<file path="src/rtl/turn_input_arbiter.sv">
// Turn arbiter for Connect Four: filters the two players' buttons down to the
// active player, steers the column cursor and hands drops to the board via req/ack.
module turn_input_arbiter #(
  parameter int NUM_COLS       = 7,
  parameter int COL_W          = 3,
  parameter int TIMEOUT_CYCLES = 0,
  parameter int TMR_W          = 32
) (
  input  logic             clk,
  input  logic             reset,
  input  logic [1:0]       btn_left,
  input  logic [1:0]       btn_right,
  input  logic [1:0]       btn_drop,
  input  logic             game_over,
  input  logic             drop_ack,
  input  logic             drop_ok,
  output logic             drop_req,
  output logic [COL_W-1:0] drop_col,
  output logic             drop_player,
  output logic [COL_W-1:0] cursor_col,
  output logic             active_player,
  output logic             turn_expired,
  output logic             in_game_over
);

  typedef enum logic [1:0] {
    P1_TURN,
    P2_TURN,
    WAIT_ACK,
    GAME_OVER
  } state_t;

  localparam logic [COL_W-1:0] MID_COL      = COL_W'(NUM_COLS / 2);
  localparam logic [COL_W-1:0] LAST_COL     = COL_W'(NUM_COLS - 1);
  localparam bit               TIMER_EN     = (TIMEOUT_CYCLES > 0);
  localparam logic [TMR_W-1:0] TIMEOUT_LAST = TMR_W'(TIMEOUT_CYCLES - 1);

  state_t           state;
  logic [1:0]       left_prev, right_prev, drop_prev;
  logic [1:0]       left_edge, right_edge, drop_edge;
  logic [TMR_W-1:0] timer;
  logic             my_left, my_right, my_drop;
  logic             move_left, move_right;
  logic             timer_hit;

  // Only the active player's edges matter; the other player's are simply dropped.
  assign left_edge  = btn_left  & ~left_prev;
  assign right_edge = btn_right & ~right_prev;
  assign drop_edge  = btn_drop  & ~drop_prev;

  assign my_left    = left_edge[active_player];
  assign my_right   = right_edge[active_player];
  assign my_drop    = drop_edge[active_player];
  assign move_left  = my_left & ~my_right;
  assign move_right = my_right & ~my_left;
  assign timer_hit  = TIMER_EN && (timer == TIMEOUT_LAST);

  always_ff @(posedge clk or posedge reset) begin
    if (reset) begin
      state         <= P1_TURN;
      left_prev     <= '0;
      right_prev    <= '0;
      drop_prev     <= '0;
      timer         <= '0;
      cursor_col    <= MID_COL;
      active_player <= 1'b0;
      drop_req      <= 1'b0;
      drop_col      <= '0;
      drop_player   <= 1'b0;
      turn_expired  <= 1'b0;
      in_game_over  <= 1'b0;
    end else begin
      left_prev    <= btn_left;
      right_prev   <= btn_right;
      drop_prev    <= btn_drop;
      turn_expired <= 1'b0;

      case (state)
        P1_TURN, P2_TURN: begin
          if (game_over) begin
            state        <= GAME_OVER;
            in_game_over <= 1'b1;
          end else if (my_drop) begin
            drop_req    <= 1'b1;
            drop_col    <= cursor_col;
            drop_player <= active_player;
            state       <= WAIT_ACK;
          end else if (move_left) begin
            cursor_col <= (cursor_col == '0) ? LAST_COL : cursor_col - COL_W'(1);
            timer      <= '0;
          end else if (move_right) begin
            cursor_col <= (cursor_col == LAST_COL) ? '0 : cursor_col + COL_W'(1);
            timer      <= '0;
          end else if (timer_hit) begin
            active_player <= ~active_player;
            state         <= active_player ? P1_TURN : P2_TURN;
            cursor_col    <= MID_COL;
            timer         <= '0;
            turn_expired  <= 1'b1;
          end else if (TIMER_EN) begin
            timer <= timer + TMR_W'(1);
          end
        end

        // The handshake always completes before game over takes effect.
        WAIT_ACK: begin
          if (drop_ack) begin
            drop_req <= 1'b0;
            if (game_over) begin
              state        <= GAME_OVER;
              in_game_over <= 1'b1;
            end else if (drop_ok) begin
              active_player <= ~active_player;
              state         <= active_player ? P1_TURN : P2_TURN;
              cursor_col    <= MID_COL;
              timer         <= '0;
            end else begin
              state <= active_player ? P2_TURN : P1_TURN;
            end
          end
        end

        GAME_OVER: begin
          drop_req     <= 1'b0;
          in_game_over <= 1'b1;
        end

        default: begin
          state <= P1_TURN;
        end
      endcase
    end
  end

endmodule

</file>
<file path="config.mk">
export PLATFORM = sky130hd
export DESIGN_NAME = turn_input_arbiter
export DESIGN_NICKNAME = d
export VERILOG_FILES = /design/src/rtl/turn_input_arbiter.sv
export SDC_FILE = /design/constraint.sdc
export NUM_CORES = 1
export LEC_CHECK = 0
export CELL_PAD_IN_SITES_DETAIL_PLACEMENT = 1
export CELL_PAD_IN_SITES_GLOBAL_PLACEMENT = 1
export CORE_ASPECT_RATIO = 1.2
export CORE_MARGIN = 2
export CORE_UTILIZATION = 30
export DETAILED_ROUTE_END_ITERATION = 8
export PLACE_DENSITY_LB_ADDON = 0.1
export SYNTH_ARGS = -nofsm -noshare
export SYNTH_HDL_FRONTEND = slang
export SYNTH_SLANG_ARGS = --single-unit
</file>
<file path="constraint.sdc">
create_clock -name clk -period 2 [get_ports clk]
set_input_delay 0.6 -clock clk [delete_from_list [all_inputs] [get_ports clk]]
set_output_delay 0.6 -clock clk [all_outputs]
set_load 0.01 [all_outputs]
</file>
==> impl_metrics.json <==
{
  "h-tree-depth": 1,
  "cp_slowest_cell": "clkdlybuf4s50_1",
  "rsz0062_at_grt": "true",
  "numCtsBuffers": 3,
  "layout-drive-gt1-share": 0.277,
  "grt.total_usage": 0.146,
  "synth_area_per_cell_um2": 11.1,
  "root_buffer": "clkbuf_4",
  "synthCells": 84,
  "min_to": "left_prev[1]",
  "seq_area_frac_synth": 0.487,
  "worst-path-buf-inv": 1,
  "ir_drop_uv": 315,
  "die_w_um": 54.8,
  "slew_viol_final": 0,
  "skew_ns": 0.00953,
  "grt_pass1_wl_mm": 3.66,
  "drt_pass1_iterations": 2,
  "wirelength_mm": 2.21,
  "r2r-start": "cursor_col[0]",
  "ys_ff_latch": 18,
  "p_leak_nw": 0.674,
  "cellInternalPower_mw": 0.687,
  "cap_violations": 0,
  "rows": 22,
  "cts.clk_slew.worst_paths_ns": 0.09,
  "die-height_um": 65.0,
  "clock.fmax_mhz": 521,
  "grt_overflow_total": 0,
  "rrSetupSlack_ns": 0.09,
  "slowest_delay_ns": 0.57,
  "tritoncts": "built",
  "crit_type": "reg2out",
  "numPortBuffers": 20,
  "fillers": 332,
  "cts.path.max_buffers": 2,
  "routed_via_density": 4.68,
  "p_sw_mw": 0.282,
  "cp.arrival_ns": 1.32,
  "grt_pass1_vias": 789,
  "die-area_um2": 3560,
  "core_um2": 3000,
  "ios": 22,
  "hold_start": "btn_left[1]",
  "report.final.setup_viol": 0,
  "syn2layout_area_growth_pct": 42.8,
  "drt_iter0_markers": 6,
  "critPathLaunch": "cursor_col[2]",
  "pwr-share-comb": 0.341,
  "nets": 137,
  "insertion_delay_ns": 0.29,
  "mostFrequentLayoutCell": "dfrtp_1",
  "cts.sinks": 18,
  "rr_endpoint": "cursor_col[2]",
  "pwr_density_cell_nw_per_um2": 730,
  "post-route-period-util": 0.959,
  "crit_required_ns": 1.40,
  "hpwl_mm": 1.63,
  "multi_input_area_um2": 448,
  "initial_core_util": 0.310,
  "grt_max_degree": 11,
  "hold_depth": 1,
  "netlist_area_um2": 930,
  "dp_cells": 147,
  "yosys-top-cells-area": "dfrtp_1 43%, ha_1 8.1%, mux2_2 6.1%",
  "ant_nets": 0,
  "pwr-share-clk": 0.230,
  "regArea_um2": 453,
  "placed_cell_area_um2": 1230,
  "drc_errors": 0,
  "num_vias": 725,
  "end_kind": "output pin",
  "r2r_cells": 6,
  "final_cell_area_um2": 1330,
  "layout.cells.non_filler": 155,
  "synth_top_area_cell": "dfrtp_1",
  "gp_congestion": 0.746,
  "setup_tns_ns": 0,
  "start_kind": "register",
  "ys.warnings.count": 0,
  "crit_fanout": 7,
  "sw_frac_of_total": 0.291,
  "power_mw": 0.969,
  "n_antenna_cell": 0,
  "syn-num-nets": 101,
  "yosys.cell_types.count": 33,
  "synth_top_area_frac": 0.431,
  "hold_path.class": "in2reg",
  "report.final.hold_viol_count": 0,
  "power_frac_seq": 0.430,
  "layout_common_cells": "16 x dfrtp_1, 14 x buf_4, 13 x clkdlybuf4s50_1",
  "status": "complete, no violations",
  "antenna_found_initial": 0,
  "period_needed_ns": 1.92,
  "crit_family": "buffers and inverters",
  "routedWlPerCell_um": 14.3,
  "path_cells": "clkdlybuf4s50_1"
}
-- registers in the layout, indices dropped and copies added (netlist names) --
register	cells
active_player	1
cursor_col	3
drop_col	3
drop_player	1
drop_prev	2
drop_req	1
in_game_over	1
left_prev	2
right_prev	2
state	2
-- power by group through the flow --
stage          combinational (mW)  sequential [mW]  clock [mW]
6_report                    0.330            0.417       0.223
4_1_cts                     0.326            0.418       0.237
5_1_grt                     0.365            0.421       0.261
3_5_place_dp                0.272            0.443           0
2_1_floorplan               0.160            0.441           0
3_3_place_gp                0.269            0.441           0
-- layer usage --
layer  up-vias  GRT usage  wire length, um  part of all wire
met5         -          0                0                 0
met4         0     0.0656               31             0.014
met3         4     0.0415               86             0.039
met2        14      0.214             1080              0.49
met1       353      0.195             1010              0.46
li1        354          -                -                 -
-- cell usage after synthesis --
cell,number
a211oi_1,1
a21oi_1,4
buf_4,1
o41ai_4,1
o22ai_1,1
a21o_1,1
a221o_1,1
a32oi_1,1
nor2b_1,2
a32o_1,1
xor2_1,1
ha_1,6
or3_1,1
o21ai_0,5
a21o_4,1
mux2i_1,1
clkbuf_2,1
a22o_2,1
xnor2_1,1
or2_2,1
and3b_4,1
o21a_1,1
dfstp_2,2
dfrtp_1,16
conb_1,1
inv_1,8
nor2_1,5
mux2_2,5
nor3_1,2
nand4_1,1
and2_1,1
buf_6,1
nand2_1,7
-- cell type report --
| cell class | instances | area share |
|---|---|---|
| repair buffers | 34 | 0.238 |
| multi-input cells | 55 | 0.337 |
| well taps | 36 | 0.0339 |
| inverters | 8 | 0.0226 |
| clock buffers | 4 | 0.0273 |
| flip-flops and latches | 18 | 0.341 |
-- timing repair --
item,in CTS,in global routing
pin swaps,2,4
gates cloned,0,0
hold buffers,0,0
endpoints found under the setup margin,6,4
endpoints found under the hold margin,0,0
resized for setup,5,6
setup buffers,3,1
-- per-stage QoR --
step           worst slack [ns]  utilization  hold slack, ns
2_1_floorplan            0.0476            -           0.510
3_3_place_gp             -0.402        0.409           0.470
3_5_place_dp             -0.453        0.409           0.476
4_1_cts                  0.0136        0.435           0.503
5_1_grt                -0.00217        0.442           0.439
6_report                 0.0822        0.442           0.466
-- cell families after synthesis --
logic type,count (synthesis),synth area share
compound gates,19,0.167
xor+xnor,2,0.0188
fa+ha+maj,6,0.0808
buf+inv,11,0.0579
flops,18,0.487
mux,6,0.0713
other cells,1,0.00403
simple gates,21,0.113
-- worst max-delay path by stage --
stage,endpoint,cells past startpoint
floorplan,cursor_col[0],4
global placement,cursor_col[0],5
detailed placement,cursor_col[0],5
CTS,cursor_col[2],6
global route,cursor_col[2],1
finish,cursor_col[2],1
Power figures use the tool's default switching activity.
